## config.mk

```make
export PLATFORM = sky130hd
export DESIGN_NAME = game_round_ctrl
export DESIGN_NICKNAME = d
export VERILOG_FILES = /design/src/rtl/game_pkg.sv /design/src/rtl/round_timer.sv /design/src/rtl/game_round_ctrl.sv
export SDC_FILE = /design/constraint.sdc
export NUM_CORES = 1
export LEC_CHECK = 0
export BUFFER_PORTS_ARGS = -buffer_cell sky130_fd_sc_hd__clkbuf_2
export CAP_MARGIN = 10
export CORE_MARGIN = 1
export CORE_UTILIZATION = 56
export DETAILED_ROUTE_END_ITERATION = 10
export PLACE_DENSITY = 0.95
export SLEW_MARGIN = 10
export SYNTH_ARGS = -nofsm -noshare
export SYNTH_HDL_FRONTEND = slang
export SYNTH_SLANG_ARGS = --single-unit
```

## constraint.sdc

```tcl
create_clock -name clk -period 3.8 [get_ports clk]
set_clock_uncertainty 0.15 [all_clocks]
set_input_delay 0.76 -clock clk [delete_from_list [all_inputs] [get_ports clk]]
set_output_delay 0.76 -clock clk [all_outputs]
set_load 0.005 [all_outputs]
```

## src/rtl/game_pkg.sv

```systemverilog
// Shared definitions for the game round controller: FSM encodings and parameter defaults.
package game_pkg;

    typedef enum logic [2:0] {
        S_IDLE   = 3'd0,
        S_REQ    = 3'd1,
        S_WAIT_Q = 3'd2,
        S_PLAY   = 3'd3,
        S_RESULT = 3'd4,
        S_OVER   = 3'd5
    } state_e;

    localparam int DEF_MAX_LIVES  = 3;
    localparam int DEF_ROUND_TIME = 10;

endpackage

```

## src/rtl/round_timer.sv

```systemverilog
// Per-round countdown in seconds: loads ROUND_TIME, counts down on dec, flags expiry.
module round_timer
    import game_pkg::*;
#(
    parameter int ROUND_TIME = DEF_ROUND_TIME
) (
    input  logic       clk,
    input  logic       rst_n,
    input  logic       load,
    input  logic       dec,
    output logic [3:0] time_left,
    output logic       expire
);

    // Expiry is the tick that would take the count from 1 to 0.
    assign expire = dec && (time_left == 4'd1);

    always_ff @(posedge clk or negedge rst_n) begin
        if (!rst_n)
            time_left <= 4'd0;
        else if (load)
            time_left <= 4'(ROUND_TIME);
        else if (dec && time_left != 4'd0)
            time_left <= time_left - 4'd1;
    end

endmodule

```

## src/rtl/game_round_ctrl.sv

```systemverilog
// Game round sequencer: question request, key judging with release interlock, lives and score.
// Optional STREAK_BONUS_EN adds a 2-bit win streak giving +2 per win once the streak reaches 2.
module game_round_ctrl
    import game_pkg::*;
#(
    parameter int MAX_LIVES  = DEF_MAX_LIVES,
    parameter int ROUND_TIME = DEF_ROUND_TIME,
    parameter int SCORE_W    = 8
) (
    input  logic               clk,
    input  logic               rst_n,
    input  logic               start,
    input  logic               win,
    input  logic               lose,
    input  logic               sec_tick,
    input  logic               q_valid,
    output logic               new_q,
    output logic               round_win,
    output logic               round_lose,
    output logic [SCORE_W-1:0] score,
    output logic [1:0]         lives,
    output logic [3:0]         time_left,
    output logic [2:0]         state,
    output logic               game_over
);

    state_e             st;
    logic               armed;
    logic               key_hit;
    logic               t_load;
    logic               t_dec;
    logic               t_expire;
    logic [1:0]         inc;
    logic [SCORE_W:0]   score_sum;
    logic [SCORE_W-1:0] score_sat;

`ifdef STREAK_BONUS_EN
    logic [1:0] streak;
    assign inc = (streak >= 2'd2) ? 2'd2 : 2'd1;
`else
    assign inc = 2'd1;
`endif

    assign score_sum = {1'b0, score} + {{(SCORE_W-1){1'b0}}, inc};
    assign score_sat = score_sum[SCORE_W] ? '1 : score_sum[SCORE_W-1:0];

    // A held key only counts once the player has released everything in this round.
    assign key_hit = armed && (win || lose);
    assign t_load  = (st == S_WAIT_Q) && q_valid;
    assign t_dec   = (st == S_PLAY) && sec_tick && !key_hit;

    round_timer #(.ROUND_TIME(ROUND_TIME)) u_timer (
        .clk       (clk),
        .rst_n     (rst_n),
        .load      (t_load),
        .dec       (t_dec),
        .time_left (time_left),
        .expire    (t_expire)
    );

    assign state     = st;
    assign new_q     = (st == S_REQ);
    assign game_over = (st == S_OVER);

    always_ff @(posedge clk or negedge rst_n) begin
        if (!rst_n) begin
            st         <= S_IDLE;
            armed      <= 1'b0;
            score      <= '0;
            lives      <= 2'd0;
            round_win  <= 1'b0;
            round_lose <= 1'b0;
`ifdef STREAK_BONUS_EN
            streak     <= 2'd0;
`endif
        end else begin
            round_win  <= 1'b0;
            round_lose <= 1'b0;
            case (st)
                S_IDLE: begin
                    if (start) begin
                        st    <= S_REQ;
                        score <= '0;
                        lives <= 2'(MAX_LIVES);
`ifdef STREAK_BONUS_EN
                        streak <= 2'd0;
`endif
                    end
                end
                S_REQ: st <= S_WAIT_Q;
                S_WAIT_Q: begin
                    if (q_valid) begin
                        st    <= S_PLAY;
                        armed <= 1'b0;
                    end
                end
                S_PLAY: begin
                    // Both keys together judge as a lose; a key result beats a same-cycle tick.
                    if ((armed && lose) || (!key_hit && t_expire)) begin
                        st         <= S_RESULT;
                        round_lose <= 1'b1;
                        if (lives != 2'd0)
                            lives <= lives - 2'd1;
`ifdef STREAK_BONUS_EN
                        streak <= 2'd0;
`endif
                    end else if (armed && win) begin
                        st        <= S_RESULT;
                        round_win <= 1'b1;
                        score     <= score_sat;
`ifdef STREAK_BONUS_EN
                        if (streak != 2'd3)
                            streak <= streak + 2'd1;
`endif
                    end else if (!win && !lose) begin
                        armed <= 1'b1;
                    end
                end
                S_RESULT: st <= (lives == 2'd0) ? S_OVER : S_REQ;
                S_OVER: begin
                    if (start)
                        st <= S_IDLE;
                end
                default: st <= S_IDLE;
            endcase
        end
    end

endmodule

```

==> flow_summary.json, run 1 <==
{
  "yosysTopAreaCellShare": 0.437,
  "critPathMaxFanout": 10,
  "combPwrFrac": 0.379,
  "outcome": "finished, final reports clean",
  "worstMarginPinSlew_ns": 0.481,
  "cts_root_buffer": "clkbuf_4",
  "crit_arrival_ns": 1.18,
  "rr_startpoint": "state[1]",
  "n_antenna_cell": 0,
  "synth_edf_count": 0,
  "ys.flop_type": "dfrtp_1",
  "fmax_ghz": 0.478,
  "fin_crit_ns": 2.09,
  "wl_met3_um": 163,
  "wire_per_inst_um": 14.9,
  "dr.pass1.iters": 4,
  "cp.required_ns": 2.89,
  "dp_hpwl_um": 1760,
  "grtUsageTotal": 0.247,
  "io_pins": 28,
  "grt_pass1_wl_um": 3750,
  "leakagePower_nw": 0.651,
  "rsz0062_at_grt": "no",
  "cpPeakStageDelay_ns": 0.52,
  "syn_inst": 111,
  "rows": 15,
  "pwr-share-clk": 0.204,
  "async_reset_ff_frac": 1.00,
  "slew_headroom": 0.679,
  "yosysTopAreaCell": "dfrtp_1",
  "synth_warnings": 0,
  "portBuffers": 27,
  "crit_slowest_cell": "dfrtp_1",
  "tns_ns": 0,
  "p_switching_uw": 325,
  "cts.repair.resized": 0,
  "synth_nets": 122,
  "area_growth_pct": 15.8,
  "grt_start_max_net_pins": 21,
  "holdBufCountCts": 0,
  "total_power_uw": 860,
  "wl_met1_um": 967,
  "coreArea_um2": 1820,
  "cp-end-kind": "output port",
  "grt_pass1_vias": 839,
  "fp.dieH_um": 47.2,
  "routed.top_layer": "met4",
  "layout-drive-gt1-share": 0.299,
  "fp.dieW_um": 47.2,
  "clock-sinks": 20,
  "cp_num_buf_inv": 1,
  "synth_cell_types": 41,
  "maxCapViolations": 0,
  "viasPerCell": 6.31,
  "ys_seq_area_frac": 0.437,
  "n_fill_cell": 131,
  "critPathLaunch": "state[0]",
  "die_area_um2": 2230,
  "syn_area_per_cell_um2": 10.3,
  "met2WireLength_um": 1240,
  "p_seq_frac": 0.417,
  "grt_overflow": 0,
  "min_period_over_period": 0.551,
  "slew_violations": 0,
  "cp_top_family": "flip-flops",
  "htreeDepth": 1,
  "cts_tree": "done",
  "vias": 1022,
  "numCtsBuffers": 3,
  "antenna_found_initial": 0,
  "initial_core_util": 0.629,
  "post_cts_buffers": 0,
  "place_congestion": 0.788,
  "clk_path_buf_depth": 2,
  "yosys-top-cells-area": "dfrtp_1 44%, ha_1 4.4%, a21oi_1 3.5%",
  "p_per_area_nw_per_um2": 649,
  "insertion_delay_ns": 0.31,
  "hold_viol": 0,
  "holdWs_ns": 0.230,
  "critPathLaunchType": "flip-flop",
  "detail-route-antenna-nets": 0,
  "max-vdd-ir-drop_v": 0.000548,
  "netlist_area_um2": 1140,
  "seq_area_um2": 500,
  "final_nets": 149,
  "min_path_type": "in -> async",
  "internal-power_uw": 535,
  "multiInputGateArea_um2": 581,
  "synth_most_common_cell": "dfrtp_1",
  "finalSetupViolCount": 0,
  "synth_common_cells": "20 x dfrtp_1, 9 x nand2_1, 8 x a21oi_1",
  "drc": 0,
  "path_class": "reg -> out",
  "routed_wl_um": 2420,
  "switching_share": 0.378,
  "clk_pin_slew_worst_paths_ns": 0.12,
  "first_iter_violations": 42,
  "ys_seq_elements": 20,
  "crit_chain": "nor3b_1 > clkbuf_2"
}
## metal layers
metal	vias to the layer above	track usage
met1	485	0.300
met5	-	0
met4	0	0.103
li1	471	-
met2	59	0.444
met3	7	0.0231
## power groups by stage
stage	clock network, mW	logic [mW]	registers, mW
after floorplan	0	0.265	0.328
after global placement	0	0.309	0.354
final	0.175	0.326	0.359
after global routing	0.183	0.371	0.369
after CTS	0.176	0.327	0.357
after detailed placement	0	0.327	0.362
## per-stage QoR
stage	std cells	instance area (um^2)	utilization	setup slack, ns
2_1_floorplan	111	1140	-	1.94
3_3_place_gp	158	1270	0.700	1.77
6_report	162	1330	0.729	1.71
4_1_cts	162	1330	0.729	1.70
3_5_place_dp	158	1270	0.700	1.73
5_1_grt	162	1330	0.729	1.59
## final timing paths
path                                  end  slack, ns  depth (start not counted)
worst min register to register   lives[0]       0.36                          1
worst max-delay path                new_q       1.71                          2
max in group asynchronous       round_win       2.94                          1
min in group clk                 lives[0]       0.36                          1
worst min-delay path             lives[1]       0.23                          1
worst max register to register   score[0]       1.81                          3
## worst register-to-register path: stages (launching register included)
cell     delay (ns)
dfrtp_1        0.55
and3b_1        0.49
a41o_4         0.39
mux2_4         0.32
## registers in the layout, summed over array words and instances (netlist names)
register,count
u_timer.time_left,4
round_lose,1
armed,1
state,3
round_win,1
score,8
lives,2
## logic make-up after synthesis
kind of cell,after synthesis,share of synthesized area
and+or+nand+nor,36,0.205
AOI/OAI and AO/OA,34,0.212
DFF,20,0.437
buffers and inverters,12,0.0557
adders and majority gates,4,0.0437
muxes,3,0.0306
xor gates and xnor gates,2,0.0153
## cells in the final DEF, fill, tap and decap left out, drive strengths merged, types with 2 or more instances in the layout
cell type,netlist,final
clkbuf,1,30
dfrtp,20,20
nand2,9,9
a21oi,9,9
o21ai,8,8
inv,7,7
nor2,5,5
or3,4,4
ha,4,4
o211ai,4,4
nand3,3,3
a41oi,3,3
and3b,2,2
o41ai,2,2
mux2i,2,2
nand4,2,2
o31ai,2,2
xnor2,2,2
## layout make-up
| class | count | area share |
|---|---|---|
| Multi-Input combinational cell | 79 | 0.438 |
| Sequential cell | 20 | 0.377 |
| Timing Repair Buffer | 27 | 0.102 |
| Tap cell | 25 | 0.0236 |
| Clock inverter | 1 | 0.0226 |
| Inverter | 7 | 0.0198 |
| Clock buffer | 3 | 0.0170 |
No activity file was read; power rests on OpenSTA's default activity.
==> run 2, diff against run 1 <==
CORE_UTILIZATION = 47   (was 56)
PLACE_DENSITY = 0.86   (was 0.95)
clock period = 1.8 ns   (was 3.8 ns; I/O delays follow)
==> flow_summary.json, run 2 (synthesis results as in run 1) <==
{
  "worstMarginPinSlew_ns": 0.492,
  "htreeDepth": 1,
  "pre_cts_ws_ns": 0.0244,
  "critPathMaxFanout": 4,
  "portBuffers": 27,
  "die_area_um2": 2640,
  "layout-drive-gt1-share": 0.395,
  "seq_area_um2": 502,
  "cp-end-kind": "flip-flop",
  "first_iter_violations": 23,
  "tns_ns": 0,
  "final_util": 0.644,
  "outcome": "finished, final reports clean",
  "area_growth_pct": 26.8,
  "routed_wl_um": 2580,
  "min_path_type": "in -> reg",
  "viasPerCell": 5.77,
  "final_nets": 164,
  "finalSetupViolCount": 0,
  "clk_path_buf_depth": 2,
  "dp_cells": 172,
  "slew_headroom": 0.672,
  "fmax_ghz": 0.575,
  "clock-sinks": 20,
  "multiInputGateArea_um2": 598,
  "dr.pass1.iters": 4,
  "fin_cells": 180,
  "postLayoutCellArea_um2": 1450,
  "drc": 0,
  "layout_common_cells": "27 x clkbuf_2, 19 x dfrtp_1, 13 x buf_4",
  "max-vdd-ir-drop_v": 0.000982,
  "antenna_found_initial": 0,
  "min_period_over_period": 0.966,
  "clk_pin_slew_worst_paths_ns": 0.11,
  "coreArea_um2": 2250,
  "place_congestion": 0.840,
  "initial_core_util": 0.508,
  "cp.required_ns": 1.85,
  "path_class": "reg -> reg",
  "n_fill_cell": 208,
  "fp.dieW_um": 51.4,
  "crit_arrival_ns": 1.79,
  "place_area_um2": 1360,
  "wire_per_inst_um": 14.3,
  "vias": 1038,
  "rows": 17,
  "n_antenna_cell": 0,
  "largest_register": "score",
  "insertion_delay_ns": 0.30,
  "leakagePower_nw": 0.724,
  "cts_root_buffer": "clkbuf_4",
  "fp.dieH_um": 51.4,
  "total_power_mw": 1.93,
  "detail-route-antenna-nets": 0,
  "grt_pass1_wl_um": 4070,
  "numCtsBuffers": 3,
  "p_per_area_nw_per_um2": 1330,
  "maxCapViolations": 0,
  "grtUsageTotal": 0.209,
  "fin_crit_ns": 1.74,
  "hold_viol": 0,
  "holdWs_ns": 0.153,
  "grt_pass1_vias": 929,
  "largest_reg_flops": 8,
  "grt_start_max_net_pins": 21,
  "critPathLaunchType": "flip-flop",
  "io_pins": 28,
  "cts_tree": "done",
  "final_common_cell": "clkbuf_2",
  "grt_overflow": 0,
  "dp_hpwl_um": 1900,
  "layout_setup_ws_ns": 0.0605,
  "slew_violations": 0,
  "rsz0062_at_grt": "no"
}
-- run 2: power by group --
part	switching, mW	internal [mW]
Sequential	0.137	0.578
Clock	0.140	0.123
Combinational	0.460	0.497
-- run 2: layout make-up --
type	instances	area share
timing repair buffer	42	0.175
multi-input combinational	79	0.412
clock buffer	4	0.0250
inverter	7	0.0181
sequential	20	0.346
tap	28	0.0241
-- run 2: routing by layer --
layer,global-route usage,share of wire
met4,0.0405,0.0015
met2,0.393,0.53
met3,0.0536,0.052
met1,0.237,0.42
met5,0,0
-- run 2: worst paths after layout --
path	from	end	slack, ns	depth (start not counted)
max in group asynchronous	rst_n	state[1]	0.76	2
hold / removal	lose	round_win	0.15	2
setup / recovery	u_timer.time_left[1]	state[2]	0.06	5
setup reg to reg	u_timer.time_left[1]	state[2]	0.06	5
hold reg to reg	lives[0]	lives[0]	0.38	1
min in group asynchronous	rst_n	score[3]	0.38	2
-- run 2: critical path, stage by stage (launching register included) --
cell and delay [ns]:
dfrtp_1 0.41, inv_2 0.05, ha_1 0.18, and4bb_2 0.24, or3_4 0.38, a22o_1 0.23
-- run 2: timing repair --
action	CTS	global route
endpoints found under the setup margin	0	7
endpoints found under the hold margin	20	0
buffers inserted	0	3
resized for setup	0	7
hold buffers	1	0
==> run 3, diff against run 2 <==
--- a/config.mk
+++ b/config.mk
@@ -16,2 +16,3 @@
 export SYNTH_HDL_FRONTEND = slang
 export SYNTH_SLANG_ARGS = --single-unit
+export TNS_END_PERCENT = 100
==> constraint.sdc (replaced) <==
create_clock -name clk -period 1.8 [get_ports clk]
set_clock_uncertainty 0.15 [all_clocks]
set_input_delay 0.36 -clock clk [delete_from_list [all_inputs] [get_ports clk]]
set_output_delay 0.36 -clock clk [all_outputs]
set_load 0.02 [all_outputs]
==> flow_summary.json, run 3 (synthesis results as in run 1) <==
{
  "outcome": "finished, final reports clean",
  "coreArea_um2": 2250,
  "leakagePower_nw": 0.735,
  "cts_tree": "done",
  "pwr-share-clk": 0.122,
  "min_path_type": "in -> reg",
  "place_congestion": 0.805,
  "pre_cts_ws_ns": 0.0384,
  "switching_share": 0.420,
  "largest_reg_flops": 8,
  "io_pins": 28,
  "htreeDepth": 1,
  "clock-sinks": 20,
  "detail-route-antenna-nets": 0,
  "p_seq_frac": 0.338,
  "combPwrFrac": 0.540,
  "maxCapViolations": 0,
  "slew_violations": 0,
  "path_class": "reg -> reg",
  "rows": 17,
  "cp.required_ns": 1.84,
  "min_period_over_period": 0.970,
  "clk_path_buf_depth": 2,
  "critPathLaunchType": "flip-flop",
  "wire_per_inst_um": 14.1,
  "grt_start_max_net_pins": 21,
  "internal-power_mw": 1.24,
  "postLayoutCellArea_um2": 1480,
  "critPathMaxFanout": 4,
  "worstMarginPinSlew_ns": 0.500,
  "grt_overflow": 0,
  "slew_headroom": 0.667,
  "portBuffers": 27,
  "fmax_ghz": 0.573,
  "tns_ns": 0,
  "layout_common_cells": "25 x clkbuf_2, 16 x buf_4, 15 x dfrtp_1",
  "cts_root_buffer": "clkbuf_4",
  "drc": 0,
  "layout-drive-gt1-share": 0.429,
  "clk_pin_slew_worst_paths_ns": 0.11,
  "die_area_um2": 2640,
  "largest_register": "score",
  "p_switching_uw": 900,
  "finalSetupViolCount": 0,
  "p_per_area_nw_per_um2": 1450,
  "vias": 1049,
  "hold_viol": 0,
  "layout_setup_ws_ns": 0.0533,
  "initial_core_util": 0.508,
  "viasPerCell": 5.76,
  "grt_pass1_vias": 964,
  "routed_wl_um": 2570,
  "n_antenna_cell": 0,
  "insertion_delay_ns": 0.30,
  "grt_pass1_wl_um": 4180,
  "fin_crit_ns": 1.75,
  "grtUsageTotal": 0.212,
  "fp.dieW_um": 51.4,
  "crit_arrival_ns": 1.79,
  "final_nets": 166,
  "cp-end-kind": "flip-flop",
  "dp_hpwl_um": 1830,
  "dr.pass1.iters": 4,
  "antenna_found_initial": 0,
  "first_iter_violations": 11,
  "crit_chain": "inv_2 > ha_1 > and4bb_2 > a22oi_1 > or3_4 > mux2i_1",
  "cpPeakStageDelay_ns": 0.44,
  "fp.dieH_um": 51.4,
  "area_growth_pct": 29.5,
  "final_common_cell": "clkbuf_2",
  "max-vdd-ir-drop_v": 0.00104,
  "place_area_um2": 1360,
  "numCtsBuffers": 3,
  "crit_slowest_cell": "dfrtp_2"
}
## run 3: layout make-up
cell class	instances	area [um^2]
inverters	7	26.3
repair buffers	44	272
flip-flops and latches	20	507
well taps	28	35.0
fillers	187	772
multi-input cells	79	607
clock buffers	4	36.3
## run 3: worst paths after layout
kind                                      start  cells after the start  slack [ns]   endpoint
max                        u_timer.time_left[1]                      6        0.05   lives[0]
min                                        lose                      2        0.14  round_win
max reg2reg                u_timer.time_left[1]                      6        0.05   lives[0]
min reg2reg                            lives[0]                      1        0.37   lives[0]
max in group asynchronous                 rst_n                      2        0.74   state[0]
min in group asynchronous                 rst_n                      2        0.40   score[3]
## run 3: layer usage
| metal | wire, um | share of wire | track usage |
|---|---|---|---|
| met5 | 0 | 0 | 0 |
| met1 | 1140 | 0.44 | 0.250 |
| met3 | 112 | 0.044 | 0.0565 |
| met4 | 0 | 0 | 0.0450 |
| met2 | 1320 | 0.51 | 0.384 |
## run 3: stage by stage
| stage | hold slack (ns) | util | power, mW | cells |
|---|---|---|---|---|
| 5_1_grt | 0.129 | 0.658 | 2.30 | 182 |
| 3_5_place_dp | 0.201 | 0.605 | 1.72 | 172 |
| 6_report | 0.142 | 0.658 | 2.14 | 182 |
| 4_1_cts | 0.119 | 0.632 | 2.02 | 179 |
| 3_3_place_gp | 0.189 | 0.605 | 1.67 | 172 |
| 2_1_floorplan | -0.0856 | - | 1.39 | 111 |
## run 3: timing repair
| action | in CTS | in global routing |
|---|---|---|
| hold endpoints to repair | 20 | 0 |
| setup buffers | 2 | 3 |
| resized for setup | 0 | 12 |
| endpoints found under the setup margin | 2 | 11 |
| hold buffers | 1 | 0 |
## run 3: worst max-delay path: cells and delay by family, from the launching register on
family | cells | cell delay, ns
mux | 1 | 0.12
simple gates | 2 | 0.63
compound gates | 1 | 0.09
buf+inv | 1 | 0.06
flops | 1 | 0.44
fa+ha+maj | 1 | 0.14
## run 3: power by group through the flow
stage	Sequential [mW]	Clock, mW	Combinational (mW)
after global routing	0.747	0.285	1.27
final	0.725	0.261	1.16
after CTS	0.692	0.270	1.06
after detailed placement	0.709	0	1.01
after floorplan	0.820	0	0.574
after global placement	0.696	0	0.974
